$ cat config.mk
export PLATFORM = sky130hd
export DESIGN_NAME = mc_ctrl_fsm
export DESIGN_NICKNAME = d
export VERILOG_FILES = /design/src/rtl/mc_ctrl_pkg.sv /design/src/rtl/mc_instr_class.sv /design/src/rtl/mc_ctrl_fsm.sv
export SDC_FILE = /design/constraint.sdc
export NUM_CORES = 1
export LEC_CHECK = 0
export BUFFER_PORTS_ARGS = -buffer_cell sky130_fd_sc_hd__clkbuf_2
export CAP_MARGIN = 30
export CORE_ASPECT_RATIO = 0.75
export CORE_MARGIN = 2
export CORE_UTILIZATION = 53
export DETAILED_ROUTE_END_ITERATION = 10
export GPL_ROUTABILITY_DRIVEN = 0
export HOLD_SLACK_MARGIN = 0.08
export PLACE_DENSITY_LB_ADDON = 0.1
export RECOVER_POWER = 100
export SETUP_SLACK_MARGIN = 0.4
export SYNTH_ARGS = -nofsm -noshare
export SYNTH_HDL_FRONTEND = slang
export SYNTH_SLANG_ARGS = --single-unit
export TNS_END_PERCENT = 30
$ cat constraint.sdc
create_clock -name clk -period 3.4 [get_ports clk]
set_input_delay 0.34 -clock clk [delete_from_list [all_inputs] [get_ports clk]]
set_output_delay 0.34 -clock clk [all_outputs]
set_load 0.05 [all_outputs]
$ cat src/rtl/mc_ctrl_pkg.sv
// Shared types and encodings for the multi-cycle MIPS-subset sequencing controller.
package mc_ctrl_pkg;

  typedef enum logic [2:0] {
    ST_FETCH  = 3'd0,
    ST_DECODE = 3'd1,
    ST_EXEC   = 3'd2,
    ST_MEM    = 3'd3,
    ST_WB     = 3'd4,
    ST_TRAP   = 3'd5
  } state_e;

  typedef enum logic [2:0] {
    CL_ALU     = 3'd0,
    CL_LOAD    = 3'd1,
    CL_STORE   = 3'd2,
    CL_BRANCH  = 3'd3,
    CL_JUMP    = 3'd4,
    CL_LINK    = 3'd5,
    CL_ILLEGAL = 3'd6
  } class_e;

  localparam logic [1:0] TRAP_NONE    = 2'd0;
  localparam logic [1:0] TRAP_ILLEGAL = 2'd1;
  localparam logic [1:0] TRAP_IMEM_TO = 2'd2;
  localparam logic [1:0] TRAP_DMEM_TO = 2'd3;

  localparam logic [5:0] OP_RTYPE  = 6'b000000;
  localparam logic [5:0] OP_REGIMM = 6'b000001;
  localparam logic [5:0] OP_J      = 6'b000010;
  localparam logic [5:0] OP_JAL    = 6'b000011;
  localparam logic [5:0] OP_BEQ    = 6'b000100;
  localparam logic [5:0] OP_BNE    = 6'b000101;
  localparam logic [5:0] OP_BLEZ   = 6'b000110;
  localparam logic [5:0] OP_BGTZ   = 6'b000111;
  localparam logic [5:0] OP_ADDI   = 6'b001000;
  localparam logic [5:0] OP_ADDIU  = 6'b001001;
  localparam logic [5:0] OP_SLTI   = 6'b001010;
  localparam logic [5:0] OP_SLTIU  = 6'b001011;
  localparam logic [5:0] OP_ANDI   = 6'b001100;
  localparam logic [5:0] OP_ORI    = 6'b001101;
  localparam logic [5:0] OP_XORI   = 6'b001110;
  localparam logic [5:0] OP_LUI    = 6'b001111;
  localparam logic [5:0] OP_LB     = 6'b100000;
  localparam logic [5:0] OP_LW     = 6'b100011;
  localparam logic [5:0] OP_SB     = 6'b101000;
  localparam logic [5:0] OP_SW     = 6'b101011;

  localparam logic [5:0] FN_SLL  = 6'b000000;
  localparam logic [5:0] FN_SRL  = 6'b000010;
  localparam logic [5:0] FN_SRA  = 6'b000011;
  localparam logic [5:0] FN_SLLV = 6'b000100;
  localparam logic [5:0] FN_SRLV = 6'b000110;
  localparam logic [5:0] FN_SRAV = 6'b000111;
  localparam logic [5:0] FN_JR   = 6'b001000;
  localparam logic [5:0] FN_ADD  = 6'b100000;
  localparam logic [5:0] FN_ADDU = 6'b100001;
  localparam logic [5:0] FN_SUB  = 6'b100010;
  localparam logic [5:0] FN_SUBU = 6'b100011;
  localparam logic [5:0] FN_AND  = 6'b100100;
  localparam logic [5:0] FN_OR   = 6'b100101;
  localparam logic [5:0] FN_XOR  = 6'b100110;
  localparam logic [5:0] FN_NOR  = 6'b100111;
  localparam logic [5:0] FN_SLT  = 6'b101010;
  localparam logic [5:0] FN_SLTU = 6'b101011;

  localparam logic [4:0] RT_BLTZ   = 5'b00000;
  localparam logic [4:0] RT_BGEZ   = 5'b00001;
  localparam logic [4:0] RT_BLTZAL = 5'b10000;
  localparam logic [4:0] RT_BGEZAL = 5'b10001;

endpackage

$ cat src/rtl/mc_instr_class.sv
// Combinational instruction classifier: (opcode, funct, rt) -> sequencing class.
module mc_instr_class
  import mc_ctrl_pkg::*;
(
  input  logic [5:0] i_opcode,
  input  logic [5:0] i_funct,
  input  logic [4:0] i_rt,
  output logic [2:0] o_class
);

  class_e cls;

  always_comb begin
    cls = CL_ILLEGAL;
    case (i_opcode)
      OP_RTYPE: begin
        case (i_funct)
          FN_ADD, FN_ADDU, FN_SUB, FN_SUBU, FN_AND, FN_OR, FN_XOR, FN_NOR,
          FN_SLT, FN_SLTU, FN_SLL, FN_SRL, FN_SRA, FN_SLLV, FN_SRLV, FN_SRAV:
            cls = CL_ALU;
          FN_JR:   cls = CL_JUMP;
          default: cls = CL_ILLEGAL;
        endcase
      end
      OP_REGIMM: begin
        if (i_rt == RT_BLTZ || i_rt == RT_BGEZ)
          cls = CL_BRANCH;
        else if (i_rt == RT_BLTZAL || i_rt == RT_BGEZAL)
          cls = CL_LINK;
        else
          cls = CL_ILLEGAL;
      end
      OP_BEQ, OP_BNE, OP_BLEZ, OP_BGTZ:                  cls = CL_BRANCH;
      OP_J:                                              cls = CL_JUMP;
      OP_JAL:                                            cls = CL_LINK;
      OP_ADDI, OP_ADDIU, OP_SLTI, OP_SLTIU,
      OP_ANDI, OP_ORI, OP_XORI, OP_LUI:                  cls = CL_ALU;
      OP_LW, OP_LB:                                      cls = CL_LOAD;
      OP_SW, OP_SB:                                      cls = CL_STORE;
      default:                                           cls = CL_ILLEGAL;
    endcase
  end

  assign o_class = cls;

endmodule

$ cat src/rtl/mc_ctrl_fsm.sv
// Multi-cycle sequencer: FETCH/DECODE/EXEC/MEM/WB with memory-timeout and illegal-op traps.
// state | meaning: FETCH wait imem | DECODE classify IR | EXEC branch/jump resolve | MEM wait dmem | WB reg write | TRAP halted
module mc_ctrl_fsm
  import mc_ctrl_pkg::*;
#(
  parameter int MEM_TIMEOUT = 15,
  parameter int TO_W        = 4,
  parameter int CNT_W       = 32
) (
  input  logic             clk,
  input  logic             rst_n,
  input  logic [5:0]       i_opcode,
  input  logic [5:0]       i_funct,
  input  logic [4:0]       i_rt,
  input  logic             i_imem_ready,
  input  logic             i_dmem_ready,
  input  logic             i_br_taken,
  output logic [2:0]       o_state,
  output logic             o_imemReq,
  output logic             o_irWe,
  output logic             o_pcInc,
  output logic             o_pcWe,
  output logic             o_dmemReq,
  output logic             o_dmemWe,
  output logic             o_regWe,
  output logic             o_retire,
  output logic             o_trap,
  output logic [1:0]       o_trapCode,
  output logic [CNT_W-1:0] o_cycleCnt,
  output logic [CNT_W-1:0] o_instrCnt
);

  localparam bit              TO_EN     = (MEM_TIMEOUT > 0);
  localparam logic [TO_W-1:0] WAIT_LAST = TO_W'(MEM_TIMEOUT > 0 ? MEM_TIMEOUT - 1 : 0);

  state_e           state_q, state_d;
  class_e           cls_q, cls_d, cls_dec;
  logic [2:0]       cls_raw;
  logic [TO_W-1:0]  wait_q, wait_d;
  logic [1:0]       code_q, code_d;
  logic [CNT_W-1:0] cyc_q, cyc_d, ins_q, ins_d;
  logic             timeout;

  mc_instr_class u_class (
    .i_opcode (i_opcode),
    .i_funct  (i_funct),
    .i_rt     (i_rt),
    .o_class  (cls_raw)
  );

  assign cls_dec = class_e'(cls_raw);
  assign timeout = TO_EN && (wait_q == WAIT_LAST);

  always_comb begin
    state_d = state_q;
    cls_d   = cls_q;
    wait_d  = wait_q;
    code_d  = code_q;
    case (state_q)
      ST_FETCH: begin
        if (i_imem_ready) begin
          state_d = ST_DECODE;
          wait_d  = '0;
        end else if (timeout) begin
          state_d = ST_TRAP;
          code_d  = TRAP_IMEM_TO;
        end else begin
          wait_d = wait_q + 1'b1;
        end
      end
      ST_DECODE: begin
        cls_d = cls_dec;
        if (cls_dec == CL_ILLEGAL) begin
          state_d = ST_TRAP;
          code_d  = TRAP_ILLEGAL;
        end else begin
          state_d = ST_EXEC;
        end
      end
      ST_EXEC: begin
        wait_d = '0;
        case (cls_q)
          CL_ALU, CL_LINK:   state_d = ST_WB;
          CL_LOAD, CL_STORE: state_d = ST_MEM;
          default:           state_d = ST_FETCH;
        endcase
      end
      ST_MEM: begin
        if (i_dmem_ready) begin
          state_d = (cls_q == CL_STORE) ? ST_FETCH : ST_WB;
          wait_d  = '0;
        end else if (timeout) begin
          state_d = ST_TRAP;
          code_d  = TRAP_DMEM_TO;
        end else begin
          wait_d = wait_q + 1'b1;
        end
      end
      ST_WB: begin
        state_d = ST_FETCH;
        wait_d  = '0;
      end
      ST_TRAP: state_d = ST_TRAP;
      default: begin
        state_d = ST_FETCH;
        wait_d  = '0;
      end
    endcase
  end

  // Strobes are forced low while rst_n is asserted so a reset mid-instruction has no side effects.
  always_comb begin
    o_imemReq = 1'b0;
    o_irWe    = 1'b0;
    o_pcInc   = 1'b0;
    o_pcWe    = 1'b0;
    o_dmemReq = 1'b0;
    o_dmemWe  = 1'b0;
    o_regWe   = 1'b0;
    o_retire  = 1'b0;
    if (rst_n) begin
      case (state_q)
        ST_FETCH: begin
          o_imemReq = 1'b1;
          o_irWe    = i_imem_ready;
          o_pcInc   = i_imem_ready;
        end
        ST_EXEC: begin
          if (cls_q == CL_BRANCH) begin
            o_pcWe   = i_br_taken;
            o_retire = 1'b1;
          end else if (cls_q == CL_JUMP) begin
            o_pcWe   = 1'b1;
            o_retire = 1'b1;
          end
        end
        ST_MEM: begin
          o_dmemReq = 1'b1;
          o_dmemWe  = (cls_q == CL_STORE);
          o_retire  = (cls_q == CL_STORE) && i_dmem_ready;
        end
        ST_WB: begin
          o_regWe  = 1'b1;
          o_retire = 1'b1;
          o_pcWe   = (cls_q == CL_LINK);
        end
        default: ;
      endcase
    end
  end

  assign cyc_d = (state_q != ST_TRAP) ? cyc_q + 1'b1 : cyc_q;
  assign ins_d = ins_q + CNT_W'(o_retire);

  always_ff @(posedge clk) begin
    if (!rst_n) begin
      state_q <= ST_FETCH;
      cls_q   <= CL_ALU;
      wait_q  <= '0;
      code_q  <= TRAP_NONE;
      cyc_q   <= '0;
      ins_q   <= '0;
    end else begin
      state_q <= state_d;
      cls_q   <= cls_d;
      wait_q  <= wait_d;
      code_q  <= code_d;
      cyc_q   <= cyc_d;
      ins_q   <= ins_d;
    end
  end

  assign o_state    = state_q;
  assign o_trap     = (state_q == ST_TRAP);
  assign o_trapCode = code_q;
  assign o_cycleCnt = cyc_q;
  assign o_instrCnt = ins_q;

endmodule

## Word level (Yosys, flattened, before mapping)

Memory sizes are Yosys's and may differ from the RTL's.
Cells that the tools add are included.

| storage, ports and cells | value |
|---|---|
| register bits | 76 |
| memory bits (read-only) | 128 |
| logic and storage cells | 103 |
| memories | 1 |

Memories:

| name | depth | bits a word | rd ports | clocked after memory_dff | wr ports | line | RTL |
|---|---|---|---|---|---|---|---|
| (name not given) | 64 | 2 | 1 | 0 | 0 | mc_instr_class.sv:17 | `case (i_funct)` |

| cells by class | value |
|---|---|
| add/subtract/negate cells | 3 |
| eq/ne operators | 40 |
| multiplexer cells | 37 |
| reduce and logical (&&, ||, !) cells | 16 |

Operators by type and width:

| kind | number |
|---|---|
| 6-bit by 4-bit == test with 1-bit output, second input constant | 8 |
| 32-bit by 1-bit adder with 32-bit output | 1 |
| 32-bit by 1-bit adder with 32-bit output, second input constant | 1 |
| 6-bit by 3-bit == test with 1-bit output, second input constant | 4 |
| 6-bit == test, second input constant | 4 |
| 3-bit case mux with 8 select lines | 1 |
| 3-bit two-way mux | 6 |
| 3-bit == test, second input constant | 5 |
| 1-bit two-way mux | 15 |
| 3-bit case mux with 5 select lines | 1 |
| 3-bit by 2-bit == test with 1-bit output, second input constant | 4 |
| 6-bit by 2-bit == test with 1-bit output, second input constant | 2 |
| 2-bit two-way mux | 6 |
| 4-bit two-way mux | 3 |
| 4-bit case mux with 3 select lines | 1 |
| 5-bit == test, second input constant | 2 |
| 2-bit != test, second input constant | 5 |
| 2-bit OR reduction | 5 |
| 8-bit OR reduction | 1 |
| 3-bit by 1-bit == test with 1-bit output, second input constant | 2 |
| 6-bit by 1-bit == test with 1-bit output, second input constant | 1 |
| 3-bit zero test | 2 |
| 6-bit zero test | 1 |
| 2-bit case mux with 3 select lines | 1 |
| 13 further kinds | 14 |

## Depth between registers and ports, before layout

| depth | value |
|---|---|
| depth in word-level cells | 8 |
| mapped depth | 13 |

## Hierarchy

Synthesis repeated with hierarchy kept, for this count alone.

| unflattened totals | value |
|---|---|
| cell total of the unflattened synthesis | 489 |
| area total of the unflattened synthesis | 3,987.6 um2 |

Modules (own cells, without submodules):

| module | instances | cells each | area an instance (um2) | sequential area each (um2) |
|---|---|---|---|---|
| mc_ctrl_fsm | 1 | 459 | 3,799.9 | 1,521.5 |
| mc_instr_class | 1 | 30 | 187.7 | 0.0 |

## Worst setup path before layout

Ideal clock, no wire load.

| timing path | value |
|---|---|
| path type | flip-flop to flip-flop |
| from | register state_q[2] (netlist: o_state[2]) |
| to | register ins_q[28] (netlist: o_instrCnt[28]) |
| arrival | 4.980 ns |
| required time | 3.285 ns |
| path slack | -1.695 ns |
| cell stages (with the launch flop) | 12 |
| clock period less this slack | 5.095 ns |
| path through | dfxtp_1 -> clkbuf_1 -> nor4bb_1 -> a221o_1 -> ha_1 -> ha_1 -> and4_1 -> nand4_1 -> or3_1 -> nor3_1 -> xor2_1 -> and2_1 |

| on the way | value |
|---|---|
| longest elaborated chain between the ends | 4 |
| elaborated cells between the ends (all ways) | 6 |
| those cells by class | add/sub (1); eq/ne (3); mux (2) |

Ends and longest elaborated chain:

| element | line | RTL |
|---|---|---|
| from (decl) | mc_ctrl_fsm.sv:36 | `state_e state_q, state_d;` |
| from (signal assigned) | mc_ctrl_fsm.sv:164 | `state_q <= state_d;` |
| 3-bit == test / 3-bit by 2-bit == test with 1-bit output (equally long branches) | mc_ctrl_fsm.sv:122 | `case (state_q)` |
| 1-bit case mux with 3 select lines (*) | mc_ctrl_fsm.sv:122 |  |
| 1-bit two-way mux (*) | mc_ctrl_fsm.sv:121 | `if (rst_n) begin` |
| named net o_retire | mc_ctrl_fsm.sv:26 | `output logic o_retire,` |
| 32-bit by 1-bit adder with 32-bit output (*) | mc_ctrl_fsm.sv:153 | `assign ins_d = ins_q + CNT_W'(o_retire);` |
| to (signal assigned) | mc_ctrl_fsm.sv:169 | `ins_q <= ins_d;` |
| to (decl) | mc_ctrl_fsm.sv:41 | `logic [CNT_W-1:0] cyc_q, cyc_d, ins_q, ins_d;` |

Mark *: on every way through the listed nets, which the timed path passes. The rest lies on a longest branch.
A chain may end at the register's enable or synchronous reset.

## Final worst setup path

| timing path | value |
|---|---|
| from | register state_q[1] (netlist: o_state[1]) |
| to | register ins_q[28] (netlist: o_instrCnt[28]) |

| on the way | value |
|---|---|
| longest elaborated chain between the ends | 4 |
| elaborated cells between the ends (all ways) | 6 |
| those cells by class | add/sub (1); eq/ne (3); mux (2) |

Ends and longest elaborated chain:

| element | line |
|---|---|
| 3-bit == test / 3-bit by 2-bit == test with 1-bit output (equally long branches) | mc_ctrl_fsm.sv:122 |
| 1-bit case mux with 3 select lines (*) | mc_ctrl_fsm.sv:122 |
| 1-bit two-way mux (*) | mc_ctrl_fsm.sv:121 |
| 32-bit by 1-bit adder with 32-bit output (*) | mc_ctrl_fsm.sv:153 |

Mark *: on every way between the ends. The rest lies on a longest branch, timed or not.

==> results.cfg <==
[clock_tree]
htree_levels = 3
clk_latency_ps = 340
clockBufferDepth = 2
cts_buffers = 9
cts.sinks = 76
clk_pin_slew_ps = 80
cts_tree = built
cts-root-buf = clkbuf_8

[pwr]
internal_power_mw = 1.41
seqPwrFrac_pct = 48.9
p_switching_uw = 506
sw_frac_of_total_pct = 26.4
ir_drop_v = 0.000263
leakagePower_nw = 1.74
power.total_mw = 1.91
clock_power_share_pct = 39.9
p_per_area_nw_per_um2 = 410
combPwrFrac_pct = 11.3

[yosys]
ys_warn_count = 0
synth_area_um2 = 3920
ys_seq_elements = 76
synth_seq_area_share_pct = 38.8
synth.distinct_cells = 46
avgSynthCellArea_um2 = 8.42
synth_nets = 492
syn_inst = 465

[drt]
wl_met2_um = 3660
routed.top_layer = met4
dr_wl_met3_um = 476
viasPerCell = 5.34
drt_iter0_markers = 153
num_vias = 3555
wl_met1_um = 4540
drt-wirelength-per-cell_um = 13.2
drc = 0
wirelength_um = 8770
ant_nets = 0
firstDrtPassIters = 4

[place]
dp_hpwl_um = 6140
place_ws_ps = 423
postPlaceCellArea_um2 = 4540
io_buffer_count = 98
dp_cells = 643

[finish]
finish.instance_area_um2 = 4670
antenna_cells = 0
fill_cells = 710
drive_above_1_share_pct = 9.73
multi_input_area_um2 = 2290
syn2layout_area_growth_pct = 19.2
layoutNonFillerInstCount = 666
nets = 587
layout_commonest_cell = clkbuf_1
final_cell_mix = 79 x clkbuf_1, 73 x dfxtp_1, 36 x nand2_1
seq_area_um2 = 1530

[critical_path]
path_buf_inv = 1
rrSetupSlack_ps = 470
crit_path_cell_trace = clkbuf_1 -> and3_1 -> a221o_2 -> ha_4 -> ha_4 -> and4_1 -> nand4_1 -> or3_1 -> nor3_1 -> xor2_1 -> and2_1
cpMaxStageDelayCell = or3_1
worstSetupEndpointType = flop
worst-endpoint-required_ps = 3620
crit_arrival_ps = 3150
crit_path_frequent_cell = ha_4
crit_type = reg -> reg
worstSetupStartpointType = flop
crit_family = simple AND/OR/NAND/NOR gates
slowest_delay_ps = 440
critPathMaxFanout = 6

[global_route]
grt-ovfl-total = 0
grt_antenna_before_repair = 0
grt_pass1_wl_um = 14200
grt_pass1_vias = 3040
grt.total_usage_pct = 21.6
grt_start_max_net_pins = 67

[timing]
fin_skew_ps = 13.1
clock.fmax_mhz = 341
min_period_over_period_pct = 86.2
tightest_slew_ps = 972
relSlewSlack_pct = 35.2
slew_viol_final = 0
rsz0062_at_grt = no
fin_crit_ps = 2930
hold_viol_final = 0
setup_viol = 0
setup_ws_ps = 469

[floorplan]
core_um2 = 7260
top_level_ports = 100
fp.dieH_um = 78.5
fp.dieW_um = 103
die_area_um2 = 8100
initial_core_util_pct = 53.9
num_rows = 27

[outcome]
status = completed

[worst_hold_path]
hp-class = in -> reg

[flow_run]
drv_cap = 0
-- power by group through the flow --
| stage | logic [mW] | registers [mW] | clock network (mW) |
|---|---|---|---|
| 3_3_place_gp | 0.198 | 0.958 | 0 |
| 6_report | 0.216 | 0.934 | 0.762 |
| 4_1_cts | 0.201 | 0.939 | 0.783 |
| 5_1_grt | 0.237 | 0.938 | 0.823 |
| 3_5_place_dp | 0.200 | 0.960 | 0 |
| 2_1_floorplan | 0.144 | 0.973 | 0 |
-- worst min-delay path: stages --
cell and delay, ps:
clkbuf_2 110, nor4_1 60, a21oi_1 110, nor2b_1 50
-- layer usage --
layer  vias to the layer above  GRT usage, %
met4                         0          4.74
met5                         -             0
met2                        86          31.2
li1                       1814             -
met1                      1644          31.8
met3                        11          6.06
-- registers in the layout, indices dropped and copies added, names as in the netlist --
register,count
cls_q,3
wait_q,4
o_trapCode,2
o_state,3
o_instrCnt,32
o_cycleCnt,32
-- cell families after synthesis --
family	count (synthesis)	synth area share, %
AO/OA/AOI/OAI	71	11.8
adder cells (fa/ha/maj)	5	1.60
flip-flops	76	38.8
XOR/XNOR	48	10.7
AND/OR/NAND/NOR	228	33.0
buffers and inverters	35	3.58
multiplexers	2	0.511
-- worst paths after layout --
| path | startpoint | endpoint | depth (start not counted) |
|---|---|---|---|
| hold reg to reg | o_trapCode[0] | o_trapCode[0] | 2 |
| setup / recovery | o_state[1] | o_instrCnt[28] | 11 |
| hold / removal | i_opcode[3] | cls_q[0] | 4 |
| setup reg to reg | o_state[1] | o_instrCnt[28] | 11 |
-- Yosys cell counts (all sizes together) --
cell type | number | area (um^2)
nand2b | 3 | 18.8
nand3b | 2 | 15.0
xor2 | 19 | 166
o21bai | 1 | 7.51
and2 | 48 | 300
nor3b | 5 | 37.5
ha | 5 | 62.6
nand3 | 26 | 130
and4 | 6 | 52.6
nand4 | 15 | 109
nand2 | 36 | 135
a21o | 2 | 15.0
o2111ai | 2 | 17.5
mux2i | 2 | 20.0
inv | 13 | 48.8
nor2b | 10 | 62.6
o311a | 1 | 10.0
nor4b | 2 | 17.5
nor4 | 6 | 52.6
a2111oi | 1 | 8.76
nor2 | 25 | 93.8
o311ai | 1 | 8.76
o22ai | 1 | 6.26
dfxtp | 76 | 1520
a21oi | 10 | 50.1
nor3 | 9 | 45.0
or3 | 20 | 125
clkbuf | 18 | 67.6
and3 | 13 | 81.3
o41ai | 1 | 8.76
o21a | 1 | 7.51
a221oi | 1 | 8.76
xnor2 | 29 | 254
buf | 4 | 23.8
nor4bb | 1 | 10.0
a21boi | 19 | 143
o21ai | 26 | 130
or2 | 1 | 6.26
a221o | 1 | 10.0
o31a | 1 | 8.76
o211a | 2 | 20.0
-- timing repair --
item / 4_1_cts / 5_1_grt
gates resized for setup: 0 / 4
setup endpoints to repair: 0 / 6
hold buffers: 0 / 0
buffers inserted: 0 / 7
-- layout make-up --
class	instances	area share, %
Clock buffer	12	3.78
Inverter	13	1.05
Clock inverter	4	1.13
Sequential cell	76	32.8
Timing Repair Buffer	106	9.51
Multi-Input combinational cell	354	49.1
Tap cell	101	2.71
-- per-stage QoR --
step	TNS (ps)	hold WS [ps]	utilization (%)
2_1_floorplan	-146	470	-
3_3_place_gp	0	450	62.5
3_5_place_dp	0	458	62.5
4_1_cts	0	351	65.6
5_1_grt	0	389	64.3
6_report	0	374	64.3
No activity file was read; power rests on OpenSTA's default activity.
